`src/rtl/lenet_pkg.sv`:
```
// Shared types and constants for the LeNet quantize/pool datapath.
package lenet_pkg;

  typedef enum logic [1:0] {StIdle, StRun, StDrain} pool_state_e;

  localparam int unsigned DefAccW     = 32;
  localparam int unsigned DefOutW     = 8;
  localparam int unsigned DefMapWidth = 28;
  localparam int unsigned DefNumCh    = 6;
  localparam int unsigned DefShiftW   = 5;

  function automatic longint sat_max(input int unsigned out_w);
    return (longint'(1) <<< (out_w - 1)) - longint'(1);
  endfunction

  function automatic longint sat_min(input int unsigned out_w);
    return -(longint'(1) <<< (out_w - 1));
  endfunction

endpackage

```
`src/rtl/requant_unit.sv`:
```
// Bias add, optional round-half-up (QUANT_ROUND_EN), arithmetic shift, ReLU and clamp.
// Purely combinational; sat flags a clamp to a range limit (ReLU zeroing is not saturation).
module requant_unit
  import lenet_pkg::*;
#(
  parameter int unsigned ACC_W   = DefAccW,
  parameter int unsigned OUT_W   = DefOutW,
  parameter int unsigned SHIFT_W = DefShiftW
) (
  input  logic signed [ACC_W-1:0]   acc,
  input  logic signed [ACC_W-1:0]   bias,
  input  logic        [SHIFT_W-1:0] shift,
  input  logic                      relu_en,
  output logic signed [OUT_W-1:0]   px,
  output logic                      sat
);

  // One extra bit for the bias sum, one more so the rounding increment cannot overflow.
  localparam int unsigned SumW = ACC_W + 2;
  localparam logic signed [SumW-1:0] MaxV = SumW'(sat_max(OUT_W));
  localparam logic signed [SumW-1:0] MinV = SumW'(sat_min(OUT_W));

  logic signed [SumW-1:0] sum;
  logic signed [SumW-1:0] q;

  always_comb begin
    sum = SumW'(acc) + SumW'(bias);
`ifdef QUANT_ROUND_EN
    if (shift != '0) begin
      sum = sum + (SumW'(1) << (shift - SHIFT_W'(1)));
    end
`endif
    q = sum >>> shift;
  end

  always_comb begin
    sat = 1'b0;
    px  = q[OUT_W-1:0];
    if (relu_en && q[SumW-1]) begin
      px = '0;
    end else if (q > MaxV) begin
      px  = MaxV[OUT_W-1:0];
      sat = 1'b1;
    end else if (q < MinV) begin
      px  = MinV[OUT_W-1:0];
      sat = 1'b1;
    end
  end

endmodule

```
`src/rtl/quant_pool_stage.sv`:
```
// Requantize conv accumulators and 2x2/stride-2 max-pool them, channel-major, one map per channel.
// Build option: define QUANT_ROUND_EN for round-half-up requantization (truncating otherwise).
module quant_pool_stage
  import lenet_pkg::*;
#(
  parameter int unsigned ACC_W     = DefAccW,
  parameter int unsigned OUT_W     = DefOutW,
  parameter int unsigned MAP_WIDTH = DefMapWidth,
  parameter int unsigned NUM_CH    = DefNumCh,
  parameter int unsigned SHIFT_W   = DefShiftW,
  localparam int unsigned ChW      = (NUM_CH > 1) ? $clog2(NUM_CH) : 1
) (
  input  logic                           clk,
  input  logic                           rst,
  input  logic                           start,
  input  logic [SHIFT_W-1:0]             shift_in,
  input  logic                           relu_en,
  input  logic [NUM_CH-1:0][ACC_W-1:0]   bias_in,
  input  logic                           valid_in,
  input  logic signed [ACC_W-1:0]        acc_in,
  output logic                           valid_out,
  output logic signed [OUT_W-1:0]        pixel_out,
  output logic [ChW-1:0]                 ch_out,
  output logic                           ch_done,
  output logic                           layer_done,
  output logic                           busy,
  output logic [15:0]                    sat_count
);

  localparam int unsigned Half  = MAP_WIDTH / 2;
  localparam int unsigned PosW  = (MAP_WIDTH > 1) ? $clog2(MAP_WIDTH) : 1;
  localparam int unsigned HalfW = (Half > 1) ? $clog2(Half) : 1;

  if ((MAP_WIDTH < 2) || ((MAP_WIDTH % 2) != 0)) begin : g_bad_map_width
    $error("quant_pool_stage: MAP_WIDTH must be even and >= 2");
  end

  function automatic logic signed [OUT_W-1:0] smax(input logic signed [OUT_W-1:0] a,
                                                    input logic signed [OUT_W-1:0] b);
    return (a > b) ? a : b;
  endfunction

  pool_state_e                 state_q;
  logic [SHIFT_W-1:0]          shift_q;
  logic                        relu_q;
  logic [NUM_CH-1:0][ACC_W-1:0] bias_q;
  logic [PosW-1:0]             col_q, row_q;
  logic [ChW-1:0]              ch_q;

  logic signed [OUT_W-1:0]     rq_px;
  logic                        rq_sat;

  // Requant register stage, tagged with the pool position of the pixel it carries.
  logic                        s1_valid_q, s1_sat_q, s1_row_odd_q, s1_col_odd_q;
  logic                        s1_ch_last_q, s1_layer_last_q;
  logic signed [OUT_W-1:0]     s1_px_q;
  logic [HalfW-1:0]            s1_half_q;
  logic [ChW-1:0]              s1_ch_q;

  logic signed [OUT_W-1:0]     hold_q;
  logic signed [OUT_W-1:0]     lb_q [Half];

  logic accept, col_last, row_last, ch_last;

  assign accept   = (state_q == StRun) && valid_in;
  assign col_last = (col_q == PosW'(MAP_WIDTH - 1));
  assign row_last = (row_q == PosW'(MAP_WIDTH - 1));
  assign ch_last  = (ch_q == ChW'(NUM_CH - 1));
  assign busy     = (state_q != StIdle);

  requant_unit #(
    .ACC_W   (ACC_W),
    .OUT_W   (OUT_W),
    .SHIFT_W (SHIFT_W)
  ) u_requant (
    .acc     (acc_in),
    .bias    (bias_q[ch_q]),
    .shift   (shift_q),
    .relu_en (relu_q),
    .px      (rq_px),
    .sat     (rq_sat)
  );

  always_ff @(posedge clk or posedge rst) begin
    if (rst) begin
      state_q         <= StIdle;
      shift_q         <= '0;
      relu_q          <= 1'b0;
      bias_q          <= '0;
      col_q           <= '0;
      row_q           <= '0;
      ch_q            <= '0;
      s1_valid_q      <= 1'b0;
      s1_sat_q        <= 1'b0;
      s1_row_odd_q    <= 1'b0;
      s1_col_odd_q    <= 1'b0;
      s1_ch_last_q    <= 1'b0;
      s1_layer_last_q <= 1'b0;
      s1_px_q         <= '0;
      s1_half_q       <= '0;
      s1_ch_q         <= '0;
    end else begin
      s1_valid_q <= accept;
      if (accept) begin
        s1_px_q         <= rq_px;
        s1_sat_q        <= rq_sat;
        s1_row_odd_q    <= row_q[0];
        s1_col_odd_q    <= col_q[0];
        s1_half_q       <= HalfW'(col_q >> 1);
        s1_ch_q         <= ch_q;
        s1_ch_last_q    <= col_last && row_last;
        s1_layer_last_q <= col_last && row_last && ch_last;
      end
      unique case (state_q)
        StIdle: begin
          if (start) begin
            shift_q <= shift_in;
            relu_q  <= relu_en;
            bias_q  <= bias_in;
            col_q   <= '0;
            row_q   <= '0;
            ch_q    <= '0;
            state_q <= StRun;
          end
        end
        StRun: begin
          if (valid_in) begin
            if (col_last) begin
              col_q <= '0;
              if (row_last) begin
                row_q <= '0;
                ch_q  <= ch_last ? '0 : ch_q + 1'b1;
                if (ch_last) state_q <= StDrain;
              end else begin
                row_q <= row_q + 1'b1;
              end
            end else begin
              col_q <= col_q + 1'b1;
            end
          end
        end
        StDrain: begin
          if (layer_done) state_q <= StIdle;
        end
        default: state_q <= StIdle;
      endcase
    end
  end

  always_ff @(posedge clk or posedge rst) begin
    if (rst) begin
      hold_q     <= '0;
      for (int i = 0; i < Half; i++) lb_q[i] <= '0;
      valid_out  <= 1'b0;
      pixel_out  <= '0;
      ch_out     <= '0;
      ch_done    <= 1'b0;
      layer_done <= 1'b0;
      sat_count  <= '0;
    end else begin
      valid_out  <= 1'b0;
      ch_done    <= 1'b0;
      layer_done <= 1'b0;
      if (s1_valid_q) begin
        if (!s1_col_odd_q) begin
          hold_q <= s1_px_q;
        end else if (!s1_row_odd_q) begin
          lb_q[s1_half_q] <= smax(hold_q, s1_px_q);
        end else begin
          valid_out  <= 1'b1;
          pixel_out  <= smax(smax(hold_q, s1_px_q), lb_q[s1_half_q]);
          ch_out     <= s1_ch_q;
          ch_done    <= s1_ch_last_q;
          layer_done <= s1_layer_last_q;
        end
      end
      // The pipeline is empty in IDLE, so clearing on start never races an increment.
      if ((state_q == StIdle) && start) begin
        sat_count <= '0;
      end else if (s1_valid_q && s1_sat_q && (sat_count != 16'hFFFF)) begin
        sat_count <= sat_count + 16'd1;
      end
    end
  end

endmodule

```
`config.mk`:
```
export PLATFORM = sky130hd
export DESIGN_NAME = quant_pool_stage
export DESIGN_NICKNAME = d
export VERILOG_FILES = /design/src/rtl/lenet_pkg.sv /design/src/rtl/requant_unit.sv /design/src/rtl/quant_pool_stage.sv
export SDC_FILE = /design/constraint.sdc
export NUM_CORES = 1
export LEC_CHECK = 0
export ABC_AREA = 1
export BUFFER_PORTS_ARGS = -buffer_cell sky130_fd_sc_hd__buf_2
export CORE_UTILIZATION = 57
export CTS_BUF_LIST = sky130_fd_sc_hd__clkbuf_8
export CTS_CLUSTER_SIZE = 24
export DETAILED_ROUTE_END_ITERATION = 10
export PLACE_DENSITY = 0.78
export SYNTH_ARGS = -nofsm -noshare
export SYNTH_HDL_FRONTEND = slang
export SYNTH_HIERARCHICAL = 1
export SYNTH_SLANG_ARGS = --single-unit
```
`constraint.sdc`:
```
create_clock -name clk -period 16.4 [get_ports clk]
set_clock_uncertainty 0.1 [all_clocks]
set_input_delay 0.82 -clock clk [delete_from_list [all_inputs] [get_ports clk]]
set_output_delay 0.82 -clock clk [all_outputs]
set_load 0.005 [all_outputs]
```
==> summary.log, run 1 <==
[die] floorplan die area 42700 um^2
[route] first-pass iteration count of the detailed router 9
[route] post-route ant nets 0
[route] total wire length 73400 um
[die] Die W 207 um
[grt] global-route usage over all layers 35.3%
[timing] number of setup violations in the final report 0
[cells_and_area] most frequent standard cell in the layout excluding fill and tap cells sky130_fd_sc_hd__nand2_1
[cells_and_area] filler cell count 3806
[synth] Synth cell types 50
[synth] Cells after Synth 3511
[route] DRC violations left 2
[route] vias post-DR 23571
[cts] total setup buffers inserted after CTS 0
[synth] flip-flop cell with the highest count after synthesis sky130_fd_sc_hd__dfrtp_1
[synth] per-instance average area after synthesis 6.79 um^2
[timing] slew at the pin with the worst max-slew slack 1.02 ns
[synth] XOR/XNOR share of the synthesized area 0.441%
[grt] total gr overflow 0
[run_status] violated checks DRC
[timing] share of the clock period used by the worst path 38.4%
[critical_path] Crit path arrival time 6.68 ns
[critical_path] kind of start point of the critical path register
[critical_path] most numerous cell on the critical path sky130_fd_sc_hd__nand2_1
[timing] peak clock frequency supported by timing 0.159 GHz
[cts] clock input transition at the sequential cells of the worst setup and hold paths 0.06 ns
[route] per-cell via count in the routed design 5.48
[critical_path] Critical Path RT 16.79 ns
[synth] mux cell area share after synthesis 0%
[synth] adder-cell area share of the yosys netlist 2.76%
[synth] area of the mapped netlist 23900 um^2
[die] I/O pin count 265
[cts] Clock Path Buffers 3
[critical_path] Setup Crit Path Kind reg -> reg
[cts] count of H-tree levels built during CTS 3
[die] effective utilization at floorplan 58.1%
[critical_path] sort of element at the end of the critical path register
[pwr] static leakage 14.7 nW
[place] DP Wirelength 53000 um
[synth] post-synthesis sequential element count 384
[critical_path] cell type of the slowest stage on the worst timing path sky130_fd_sc_hd__nor2_2
[grt] number of global-route vias before repair 22463
[run] Max-cap violations 0
[timing] total count of max-transition violations in the final report 0
[synth] async set-or-reset flop fraction in the synthesized netlist 100%
[cells_and_area] nets@finish 4005
[synth] number of enable-type register cells in the synthesized netlist 0
[route] WL/cell 17.1 um
[cts] number of buffers inserted during clock tree synthesis 68
[cells_and_area] core utilization of the finished layout 64.9%
[place] count of input and output buffers 264
[cts] worst-skew pair later-pin latency 0.65 ns
[timing] Setup TNS 0 ns
[critical_path] Slowest Stage Delay on Critical Path 0.68 ns
[cts] clock tree from TritonCTS yes
[grt] largest net degree at the start of global routing 149
[synth] combinational family with the most area after synthesis simple AND/OR/NAND/NOR gates
[timing] Rel. slew slack 32.0%
[timing] number of hold violations in the final report 0
[pwr] ratio of total power to cell area 257 nW/um^2
[synth] post-synthesis compound-gate area fraction 7.43%
[critical_path] top fanout value on the critical path 47
[synth] warning count from the yosys run 6
[cts] number of buffers inserted for hold repair after clock tree synthesis 0
[synth] simple-gate share of the synthesized area 41.2%
[pwr] maximum vdd ir drop 0.140 mV
[die] cell row count 74
[cells_and_area] share of layout cells above drive strength 1 14.3%
[synth] post-synth net total 3797
[place] routability-driven placement congestion ratio 1.02
[cts] CTS root buffer sky130_fd_sc_hd__clkbuf_8
[die] core box area 41000 um^2
[cts] # clock sinks 384
[hold_path] worst min-delay path category in -> async
[grt] wire length of the first global-routing pass 117000 um
[cells_and_area] most used cells in the layout excluding fill and tap cells sky130_fd_sc_hd__nand2_1, sky130_fd_sc_hd__nand3_1, sky130_fd_sc_hd__dfrtp_1, sky130_fd_sc_hd__inv_1, sky130_fd_sc_hd__buf_2
[timing] unrepaired setup endpoints after global routing false
[run_status] status complete, but fails checks
[timing] hold slack final 0.215 ns
[route] drt first-iter violations 2580
[die] Die H 207 um
[cts] post-CTS resize count 0
[cells_and_area] synthesis-to-layout area growth 11.6%
[timing] Period minus WS final 6.29 ns
[synth] sequential area share after synthesis 40.3%
[grt] initial antenna violation count 4
==> flip-flops by register name (all words and copies together), names as in the netlist, 4 cells and up <==
signal	count
hold_q	8
bias_q	192
s1_px_q	8
shift_q	5
pixel_out	8
lb_q	112
sat_count	16
row_q	5
s1_half_q	4
col_q	5
==> cell usage after synthesis, types with 36 or more instances <==
library cell	number	area, um^2
sky130_fd_sc_hd__clkbuf_1	86	323
sky130_fd_sc_hd__nand2_1	1556	5840
sky130_fd_sc_hd__buf_2	36	180
sky130_fd_sc_hd__nand4_1	45	282
sky130_fd_sc_hd__nor2_1	150	563
sky130_fd_sc_hd__dfrtp_1	384	9610
sky130_fd_sc_hd__nand3_1	400	2000
sky130_fd_sc_hd__a21oi_1	59	295
sky130_fd_sc_hd__ha_1	51	638
sky130_fd_sc_hd__inv_1	276	1040
sky130_fd_sc_hd__nand2_2	38	238
sky130_fd_sc_hd__o21ai_0	200	1000
==> worst max-delay path: cells and delay by family, from the launching register on <==
kind / cells / cell delay, ns
flops: 1 / 0.35
buf+inv: 3 / 1.31
compound gates: 4 / 0.48
simple gates: 22 / 3.57
fa+ha+maj: 1 / 0.27
==> cell families (layout without fill, tap and decap cells) <==
group | after synthesis | after routing
AND/OR/NAND/NOR | 2283 | 2283
buffers and inverters | 455 | 711
flip-flops | 384 | 384
AO/OA/AOI/OAI | 325 | 325
adder cells (fa/ha/maj) | 52 | 52
XOR/XNOR | 12 | 12
other | 0 | 3
==> final cells by class <==
cell class | count | area (um^2) | share of cell area (%)
Clock inverter | 38 | 180 | 0.677
Tap cell | 532 | 666 | 2.50
Multi-Input combinational cell | 2672 | 12400 | 46.5
Timing Repair Buffer | 287 | 1490 | 5.61
Inverter | 306 | 1170 | 4.39
Sequential cell | 384 | 9610 | 36.1
Antenna cell | 3 | 7.51 | 0.0282
Clock buffer | 80 | 1100 | 4.14
==> final timing paths <==
check	cells past startpoint	to	from	slack [ns]
max in group asynchronous	5	bias_q[147]	rst	12.95
hold reg to reg	2	bias_q[136]	bias_q[136]	0.37
setup reg to reg	30	s1_px_q[4]	ch_q[1]	10.11
setup / recovery	30	s1_px_q[4]	ch_q[1]	10.11
min in group clk	3	bias_q[89]	bias_in[89]	0.26
hold / removal	2	sat_count[6]	rst	0.21
==> power by group <==
group	switching, mW	internal, mW	total, mW	leakage, nW
sequential	0.247	1.33	1.58	4.95
clock	0.402	0.444	0.846	0.739
combinational	3.06	1.34	4.40	9.06
total	3.71	3.12	6.83	14.7
==> routing by layer <==
layer  wire length (um)  share of wire [%]  up-vias  global-route usage, %
met5                  9              0.012        -                      0
met4               3530                4.8        2                   17.0
met3               5450                7.4      188                   6.56
met2              33900                 46      958                   57.3
met1              30500                 42    10843                   45.6
li1                   -                  -    11580                      -
==> metrics by stage <==
step	total power [mW]	cells	area, um^2	setup slack, ns
final	6.83	4302	26600	10.11
after global placement	5.84	4181	25300	10.42
after CTS	6.76	4299	26600	10.27
after floorplan	4.80	3511	23900	4.81
after detailed placement	5.88	4181	25300	10.28
after global routing	7.45	4299	26600	9.63
Note: power is estimated with default switching activity, not from simulation.
==> run 2: changes to the inputs <==
==> constraint.sdc (replaced) <==
create_clock -name clk -period 6.5 [get_ports clk]
set_clock_uncertainty 0.1 [all_clocks]
set_input_delay 0.325 -clock clk [delete_from_list [all_inputs] [get_ports clk]]
set_output_delay 0.325 -clock clk [all_outputs]
set_load 0.005 [all_outputs]
==> run 2 against run 1 <==
Compared with the run above:
- the run still ends with DRC left
- die area unchanged
- combinational power increased to 2.6 times the previous value
- cell area increased by 7.4%
- sequential power increased to 2.6 times the previous value
- critical path depth increased by 4
==> summary.log, run 2 (synthesized netlist as in run 1, its figures left out) <==
[run_status] status complete, but fails checks
[run_status] violated checks DRC
[route] DRC violations left 4 [+2]
[cells_and_area] top register by number of flip-flops bias_q
[cells_and_area] most used cells in the layout excluding fill and tap cells sky130_fd_sc_hd__nand2_1, sky130_fd_sc_hd__nand3_1, sky130_fd_sc_hd__dfrtp_1, sky130_fd_sc_hd__inv_1, sky130_fd_sc_hd__buf_2
[timing] number of setup violations in the final report 0 [unchanged]
[cells_and_area] max reg flops 192 [unchanged]
[cells_and_area] most frequent standard cell in the layout excluding fill and tap cells sky130_fd_sc_hd__nand2_1
[critical_path] kind of start point of the critical path register
[cells_and_area] share of layout cells above drive strength 1 13.4% [-0.90 points]
[timing] Setup TNS 0 ns [unchanged]
[place] count of input and output buffers 264 [unchanged]
[timing] total count of max-transition violations in the final report 0 [unchanged]
[grt] initial antenna violation count 14 [+10]
[die] I/O pin count 265 [unchanged]
[place] DP Wirelength 53300 um [+0.58%]
[cts] # clock sinks 384 [unchanged]
[die] cell row count 74 [unchanged]
[pwr] maximum vdd ir drop 0.352 mV [+150%]
[cells_and_area] synthesis-to-layout area growth 19.8%
[timing] slew at the pin with the worst max-slew slack 1.12 ns [+0.100 ns]
[cts] total setup buffers inserted after CTS 0 [unchanged]
[cts] clock tree from TritonCTS yes
[pwr] Switching Power 9.75 mW [+160%]
[timing] Rel. slew slack 25.3% [-6.7 points]
[grt] largest net degree at the start of global routing 178 [+19%]
[cts] number of buffers inserted for hold repair after clock tree synthesis 199 [+199]
[pwr] combinational power share 65.2% [+0.7 points]
[route] vias post-DR 25716 [+9.1%]
[cts] clock input transition at the sequential cells of the worst setup and hold paths 0.06 ns [about the same]
[critical_path] Crit path arrival time 5.65 ns [-1.03 ns]
[route] post-route ant nets 0 [unchanged]
[route] total wire length 85500 um [+16%]
[hold_path] worst min-delay path category in -> reg
[timing] Period minus WS final 5.25 ns [-1.05 ns]
[timing] peak clock frequency supported by timing 0.191 GHz [+20%]
[cts] number of buffers inserted during clock tree synthesis 67 [-1.5%]
[pwr] clock network fraction of total power 11.8% [-0.6 points]
[critical_path] cell type of the slowest stage on the worst timing path sky130_fd_sc_hd__dfrtp_2
[route] drt first-iter violations 3013 [+17%]
[cells_and_area] post-route cell area 28600 um^2 [+7.4%]
[die] effective utilization at floorplan 58.1% [unchanged]
[timing] share of the clock period used by the worst path 80.7% [+42 points]
[place] routability-driven placement congestion ratio 1.03 [+1.2%]
[cells_and_area] registers with the most flip-flops bias_q: 192 flops, lb_q: 112 flops, sat_count: 16 flops
[cts] post-CTS resize count 0 [unchanged]
[critical_path] sort of element at the end of the critical path register
[timing] unrepaired setup endpoints after global routing false
[route] WL/cell 19.0 um [+11%]
[route] first-pass iteration count of the detailed router 11 [+2]
[critical_path] Slowest Stage Delay on Critical Path 0.43 ns [-0.25 ns]
[die] Die H 207 um [unchanged]
[timing] number of hold violations in the final report 0 [unchanged]
[pwr] internal portion of total power 7.93 mW [+150%]
[grt] global-route usage over all layers 41.0% [+5.7 points]
[cells_and_area] nets@finish 4202 [+4.9%]
[pwr] share of power burned in registers 23.0% [about the same]
[die] Die W 207 um [unchanged]
[cts] Clock Path Buffers 3 [unchanged]
[critical_path] Critical Path RT 6.90 ns [-9.89 ns]
[die] core box area 41000 um^2 [unchanged]
[route] per-cell via count in the routed design 5.72 [+4.4%]
[grt] number of global-route vias before repair 24856 [+11%]
[cts] worst-skew pair later-pin latency 0.67 ns [+0.02 ns]
[cells_and_area] filler cell count 3309 [-13%]
[grt] wire length of the first global-routing pass 133000 um [+14%]
[pwr] static leakage 15.5 nW [+5.4%]
[cts] count of H-tree levels built during CTS 3 [unchanged]
[die] floorplan die area 42700 um^2 [unchanged]
[cts] CTS root buffer sky130_fd_sc_hd__clkbuf_8
[critical_path] Setup Crit Path Kind reg -> reg
[pwr] switching power share of the total 55.2% [+0.84 points]
[place] placed instance area 25400 um^2 [+0.20%]
[cells_and_area] core utilization of the finished layout 69.7% [+4.8 points]
[grt] total gr overflow 0 [unchanged]
[run] Max-cap violations 0 [unchanged]
[critical_path] most numerous cell on the critical path sky130_fd_sc_hd__nand2_1
[critical_path] top fanout value on the critical path 91 [+94%]
[pwr] ratio of total power to cell area 619 nW/um^2 [+140%]
## run 2: changes by cell type in the layout (fill, tap and decap cells not counted), sizes merged
cell | previous run | this run
clkbuf | 80 | 76
buf | 287 | 286
diode | 3 | 9
clkinvlp | 6 | 3
dlygate4sd3 | 0 | 199
inv | 329 | 326
clkinv | 9 | 8
## run 2: worst max-delay path: cells and delay by family, from the launching register on
kind                     cells  cell delay, ns
AND/OR/NAND/NOR             25            2.81
buffers and inverters        4            0.80
adder cells (fa/ha/maj)      2            0.63
flip-flops                   1            0.43
AO/OA/AOI/OAI                3            0.29
## run 2: power by group through the flow
stage | clock [mW] | sequential, mW | combinational (mW)
2_1_floorplan | 0 | 3.82 | 8.30
3_3_place_gp | 0 | 4.00 | 10.9
3_5_place_dp | 0 | 4.01 | 10.9
4_1_cts | 2.08 | 4.00 | 11.1
5_1_grt | 2.20 | 4.15 | 12.8
6_report | 2.09 | 4.06 | 11.5
## run 2: worst paths after layout
kind / from / to / slack (ns) / cells after the start
worst max-delay path: ch_q[0] / s1_px_q[3] / 1.25 / 34
worst min-delay path: valid_in / state_q[1] / 0.07 / 5
worst max register to register: ch_q[0] / s1_px_q[3] / 1.25 / 34
worst min register to register: bias_q[14] / bias_q[14] / 0.38 / 2
max in group asynchronous: rst / bias_q[77] / 4.55 / 5
min in group asynchronous: rst / sat_count[6] / 0.30 / 4
## run 2: layer usage
layer / wire length (um) / global-route usage, % / part of all wire [%] / vias up
met5: 55 / 0.922 / 0.064 / -
met4: 5820 / 27.0 / 6.8 / 8
met3: 8430 / 10.7 / 9.9 / 421
met2: 38300 / 63.8 / 45 / 1545
met1: 32800 / 50.3 / 38 / 11783
li1: - / - / - / 11959
## run 2: metrics by stage
step / power, mW / setup WS, ns / instances / hold slack (ns)
CTS: 17.2 / 1.41 / 4486 / 0.0301
finish: 17.7 / 1.25 / 4495 / 0.0745
floorplan: 12.1 / 0.913 / 3511 / 0.335
detailed placement: 14.9 / 1.44 / 4180 / 0.360
global placement: 14.9 / 1.43 / 4180 / 0.357
global route: 19.1 / 0.721 / 4491 / 0.101
## run 2: cell type report
cell class	count	area (um^2)	share of cell area [%]
Multi-Input combinational cell	2672	12400	43.3
Sequential cell	384	9610	33.6
Timing Repair Buffer	485	3540	12.4
Inverter	306	1160	4.08
Clock buffer	76	1050	3.66
Tap cell	532	666	2.33
Clock inverter	31	146	0.512
Antenna cell	9	22.5	0.0788
